## src/rtl/mul_pkg.sv

```systemverilog
// Shared widths and operand helpers for the iterative HI/LO multiplier.
package mul_pkg;

    localparam int MUL_W  = 32;
    localparam int PROD_W = 64;
    localparam int CNT_W  = 6;

    localparam logic [CNT_W-1:0] CNT_FULL = CNT_W'(MUL_W);
    localparam logic [CNT_W-1:0] CNT_LAST = CNT_W'(1);

    // Magnitude of a signed operand; 0x80000000 maps to itself, which is the
    // correct unsigned magnitude once treated as 32-bit unsigned.
    function automatic logic [MUL_W-1:0] abs_if_signed(input logic [MUL_W-1:0] x,
                                                       input logic             sign);
        return (sign && x[MUL_W-1]) ? -x : x;
    endfunction

endpackage

```

## src/rtl/mul.sv

```systemverilog
// Iterative 32x32->64 shift-add multiplier (MULT/MULTU), one multiplier bit per cycle.
// Optional early completion once remaining multiplier bits are zero: define MUL_EARLY_TERM_EN.
module mul
    import mul_pkg::*;
(
    input  logic             clk,
    input  logic             reset,
    input  logic             start,
    input  logic             sign,
    input  logic [MUL_W-1:0] multiplicand,
    input  logic [MUL_W-1:0] multiplier,
    output logic             ready,
    output logic [MUL_W-1:0] hi,
    output logic [MUL_W-1:0] lo
);

    logic [CNT_W-1:0]  cnt;
    logic [PROD_W-1:0] acc;
    logic [PROD_W-1:0] mcand;
    logic [MUL_W-1:0]  mplr;
    logic              neg;

    logic [PROD_W-1:0] acc_next;
    logic [PROD_W-1:0] prod_next;
    logic              last_step;

    // Idle is encoded purely by the step counter reaching zero.
    assign ready = (cnt == '0);

    always_comb begin
        acc_next  = mplr[0] ? (acc + mcand) : acc;
        prod_next = neg ? -acc_next : acc_next;
`ifdef MUL_EARLY_TERM_EN
        last_step = (cnt == CNT_LAST) || ((mplr >> 1) == '0);
`else
        last_step = (cnt == CNT_LAST);
`endif
    end

    always_ff @(posedge clk) begin
        if (reset) begin
            cnt   <= '0;
            acc   <= '0;
            mcand <= '0;
            mplr  <= '0;
            neg   <= 1'b0;
            hi    <= '0;
            lo    <= '0;
        end else if (ready) begin
            if (start) begin
                cnt   <= CNT_FULL;
                acc   <= '0;
                mcand <= {{MUL_W{1'b0}}, abs_if_signed(multiplicand, sign)};
                mplr  <= abs_if_signed(multiplier, sign);
                neg   <= sign & (multiplicand[MUL_W-1] ^ multiplier[MUL_W-1]);
            end
        end else begin
            acc   <= acc_next;
            mcand <= mcand << 1;
            mplr  <= mplr >> 1;
            // Forcing zero on the last step also covers early completion.
            cnt   <= last_step ? '0 : (cnt - CNT_LAST);
            if (last_step) begin
                {hi, lo} <= prod_next;
            end
        end
    end

endmodule

```

## config.mk

```make
export PLATFORM = sky130hd
export DESIGN_NAME = mul
export DESIGN_NICKNAME = d
export VERILOG_FILES = /design/src/rtl/mul_pkg.sv /design/src/rtl/mul.sv
export SDC_FILE = /design/constraint.sdc
export NUM_CORES = 1
export LEC_CHECK = 0
export CAP_MARGIN = 20
export CORE_MARGIN = 2
export CORE_UTILIZATION = 45
export DETAILED_ROUTE_END_ITERATION = 8
export PLACE_DENSITY = 0.62
export SLEW_MARGIN = 30
export SYNTH_ARGS = -nofsm -noshare
export SYNTH_HDL_FRONTEND = slang
export SYNTH_SLANG_ARGS = --single-unit
export TNS_END_PERCENT = 20
```

## constraint.sdc

```tcl
create_clock -name clk -period 5.15 [get_ports clk]
set_input_delay 1.2875 -clock clk [delete_from_list [all_inputs] [get_ports clk]]
set_output_delay 1.2875 -clock clk [all_outputs]
set_load 0.05 [all_outputs]
```

Yosys cells after proc, flatten, opt, wreduce, memory -nomap -nowiden
Cells that the tools add are included.
{"block": "classes", "n_addsub": 5, "eq_ne": 2, "muxes": 13, "n_bitwise": 3, "reduce_logical": 6}
{"operator": "64-bit 2-to-1 mux", "count": 6}
{"operator": "64-bit adder", "count": 1}
{"operator": "32-bit 2-to-1 mux", "count": 2}
{"operator": "32-bit negator", "count": 2}
{"operator": "64-bit negator", "count": 1}
{"operator": "31-bit 2-to-1 mux", "count": 2}
{"operator": "6-bit 2-to-1 mux", "count": 3}
{"operator": "6-bit by 1-bit == test with 1-bit output (second input constant)", "count": 1}
{"operator": "6-bit zero test", "count": 1}
{"operator": "6-bit by 1-bit subtractor with 6-bit output (second input constant)", "count": 1}
{"operator": "2-bit AND reduction", "count": 2}
{"operator": "1-bit logical AND", "count": 2}
{"operator": "2-bit != test (second input constant)", "count": 1}
{"operator": "2-bit OR reduction", "count": 1}
{"operator": "1-bit bitwise AND", "count": 1}
{"operator": "1-bit inverter", "count": 1}
{"operator": "1-bit bitwise XOR", "count": 1}
{"block": "totals", "regBits": 231}

Longest topological paths before layout
{"block": "logic_depth", "word_depth": 4, "depth_mapped": 18, "depth_no_buf": 16}

Worst setup path after synthesis
No wires, ideal clock.
{"block": "synth_timing", "kind": "register to register", "start": "reg acc[0]", "end": "reg hi[21]", "setup_time_ns": 0.086, "arrival_time_ns": 4.641, "setup_slack_ns": 0.423, "path_stages_with_launch": 18, "path_cell_list": "dfxtp_1 ha_1 inv_1 fa_1 nor2b_4 o31a_4 or3_4 a311o_1 a211oi_2 and4_1 or4b_4 or3b_1 buf_2 or4b_1 buf_2 o31ai_1 xor2_1 a211oi_1"}
{"block": "synth_via", "elab_chain_len": 4}
{"item": "start: declaration", "line": "mul.sv:18", "source": "logic [PROD_W-1:0] acc;"}
{"item": "start signal: assignment", "line": "mul.sv:58", "source": "acc <= acc_next;"}
{"item": "64-bit adder", "line": "mul.sv:31", "source": "acc_next = mplr[0] ? (acc + mcand) : acc;"}
{"item": "64-bit 2-to-1 mux *", "line": "mul.sv:31"}
{"item": "64-bit negator", "line": "mul.sv:32", "source": "prod_next = neg ? -acc_next : acc_next;"}
{"item": "64-bit 2-to-1 mux *", "line": "mul.sv:32"}
{"item": "end signal: assignment", "line": "mul.sv:64", "source": "{hi, lo} <= prod_next;"}
{"item": "end: declaration", "line": "mul.sv:13", "source": "output logic [MUL_W-1:0] hi,"}
Every way passes the cells marked *; elsewhere a longest branch is shown, timed or not.
A chain may end at the register's enable or synchronous reset.

Worst setup path in the final report
{"block": "layout_timing", "start": "reg acc[14]", "end": "reg hi[31]"}
The elaborated chain is that of the path after synthesis.

==> reports/metrics.cfg <==
[cts]
cts_max_level=1
clock_sinks=231
clk_path_buf_depth=3
cts_buffers=28
cts_tree=built
cts_root_buf=clkbuf_16
cts_hold_buf=0
clk_pin_slew_ns=0.06
clock_latency_ns=0.57

[pwr]
switching_power_mw=4.161
power_mw=9.012
ir_worst_vdd_mv=0.5997
seqPwrFrac_pct=25.8
p_per_area_nw_per_um2=437.4
p_clk_share_pct=21.7
p_leak_nw=7.788
switching_share_pct=46.18
combPwrFrac_pct=52.5
p_int_mw=4.850

[timing]
finalSetupViolCount=0
drv_slew=0
fmax_ghz=0.2021
fin_crit_ns=4.949
slew_headroom_pct=40.22
hold_viol=0
tns_ns=0
skew_ns=0.01192
rsz0062_at_grt=no
worst_slew_pin_slew_ns=0.8967
timing.final.crit_share_pct=96.10

[placed_design]
place_inst=3050
portBuffers=132
dp_hpwl_um=47600
gp_congestion=1.049
place_area_um2=19660

[finish]
multi_input_area_um2=12140
syn2layout_area_growth_pct=17.72
postLayoutCoreUtil_pct=53.43
fin_cells=3099
seqCellArea_um2=4629
fillers=3826
diodes=0
layout-drive-gt1-share_pct=7.594
fin_area_um2=20600
num-nets-final=2701

[die]
die_area_um2=40480
rows=72
die_x_um=201.2
die_h_um=201.2
start_util_pct=45.39
io_pins=133
design.core.area_um2=38560

[status]
outcome=finished clean

[yosys]
ys_seq_area_share_pct=26.43
yosys.area_share.simple_pct=27.14
syn_inst=2457
synth_mux_area_share_pct=1.973
synth_most_common_cell=nor2_1
synth_compound_area_share_pct=29.07
synth_edf_count=0
syn_area_um2=17500
synthAdderAreaFrac_pct=5.048
synth_top_family_by_area=compound AO/OA/AOI/OAI gates
synth_top_area_share_pct=26.43
synth_top_cells_by_area=dfxtp_1 26%, nor2_1 8.5%, a21oi_1 8.4%, ha_1 4.9%, nand2_1 4.7%
synth-xor-area-share_pct=5.906
yosysTopAreaCell=dfxtp_1
async_flop_share_pct=0
yosys_warnings=0
synthFlopType=dfxtp_1
synth-seq-cells=231
synth_fp_nets=2595
avgSynthCellArea_um2=7.122
ys_top_cells_by_count=397 x nor2_1, 292 x a21oi_1, 231 x dfxtp_1, 221 x nand2_1, 137 x clkbuf_1
synth_cell_type_count=85

[worst_setup_path]
critPathLaunchType=register
cp.arrival_ns=5.41
path_class=register to register
worstPathRequired_ns=5.61
critPathCaptureType=register
critical_path.startpoint=acc[14]$_SDFFE_PP0P_
cp_max_fo=9
regToRegStartpoint=acc[14]$_SDFFE_PP0P_

[drt]
drt_iter0_drc=1789
dr.pass1.iters=8
route.detailed.drc=0
vias_per_cell=6.153
avgRoutedWirePerCell_um=19.99
vias=19070
antenna_left=0
drt_wl_total_um=61950

[worst_hold_path]
hp-class=register to register
min_from=hi[25]$_SDFFE_PP0P_

[global_routing]
antenna_found_initial=0
grt_max_degree=126
grt_pass1_wl_um=96230
grt_use_total_pct=29.48
grt_pass1_vias=17040
grt_overflow=0

[run]
cap_viol_max_count=0

worst max-delay path, stage by stage, from the launching register on:
cell and delay [ns]:
dfxtp_1 0.37, ha_1 0.45, nand2_1 0.14, o21ai_0 0.56
nor2_1 0.18, nor2_1 0.29, xor2_1 0.16, o31a_1 0.37
or4b_4 0.56, or3b_1 0.43, or4b_1 0.54, buf_4 0.20
o41ai_2 0.35, xnor2_1 0.17, o21ai_1 0.07
registers in the layout, summed over array words and instances, names as in the netlist:
name   cells
mplr      32
acc       64
lo        32
mcand     64
hi        32
cnt        6
neg        1
logic make-up after synthesis:
group	count (synthesis)
AND/OR/NAND/NOR	1005
AO/OA/AOI/OAI	799
flip-flops	231
buffers and inverters	200
XOR/XNOR	118
adder cells (fa/ha/maj)	70
multiplexers	34
worst paths after layout:
check | slack [ns] | cells past startpoint | endpoint
setup / recovery | 0.20 | 14 | hi[31]$_SDFFE_PP0P_
hold / removal | 0.45 | 2 | hi[25]$_SDFFE_PP0P_
setup reg to reg | 0.20 | 14 | hi[31]$_SDFFE_PP0P_
hold reg to reg | 0.45 | 2 | hi[25]$_SDFFE_PP0P_
metal layers:
layer / up-vias / GRT usage (%) / wire length [um]
met5: - / 0 / 0
met4: 0 / 7.353 / 1348
met3: 84 / 5.118 / 5420
met2: 755 / 42.49 / 24780
met1: 8932 / 44.93 / 30410
li1: 9297 / - / -
metrics by stage:
stage	worst slack [ns]	hold slack (ns)
finish	0.2010	0.4453
global route	0.02790	0.4611
CTS	0.09525	0.4472
detailed placement	0.1137	0.4393
global placement	-0.03686	0.4376
floorplan	0.4232	0.4573
layout by cell type, fill, tap and decap left out, types with 13 or more instances in the layout:
| master | instances |
|---|---|
| ha_1 | 69 |
| o21a_1 | 14 |
| nor2b_1 | 13 |
| or4_1 | 17 |
| o21ai_0 | 129 |
| clkdlybuf4s50_1 | 130 |
| inv_1 | 33 |
| nor2_1 | 397 |
| nand3_1 | 38 |
| a311oi_1 | 14 |
| nand2b_1 | 17 |
| and3_1 | 76 |
| nand2_1 | 220 |
| o211ai_1 | 17 |
| a211oi_1 | 76 |
| dfxtp_1 | 229 |
| nand4_1 | 39 |
| o31ai_1 | 32 |
| nor4_1 | 26 |
| xnor2_1 | 50 |
| clkbuf_16 | 29 |
| xor2_1 | 68 |
| a21o_1 | 25 |
| mux2i_1 | 30 |
| buf_4 | 108 |
| nor3_1 | 68 |
| a31oi_1 | 57 |
| a21oi_1 | 292 |
| or3_1 | 33 |
power groups by stage:
stage	clock (mW)	combinational, mW	sequential, mW
floorplan	0	3.13	2.31
global placement	0	4.60	2.35
detailed placement	0	4.64	2.36
CTS	1.99	4.66	2.32
global route	2.05	5.17	2.35
finish	1.95	4.73	2.33
cell type report:
class	instances	share of cell area (%)
inverters	36	0.6742
repair buffers	240	10.40
clock inverters	9	0.4191
clock buffers	39	3.948
well taps	518	3.146
flip-flops and latches	231	22.47
multi-input cells	2026	58.94
repair_timing:
| item | in CTS | in global routing |
|---|---|---|
| setup endpoints to repair | 0 | 11 |
| setup buffers | 0 | 1 |
| gates resized for setup | 0 | 6 |
Power figures use the tool's default switching activity.
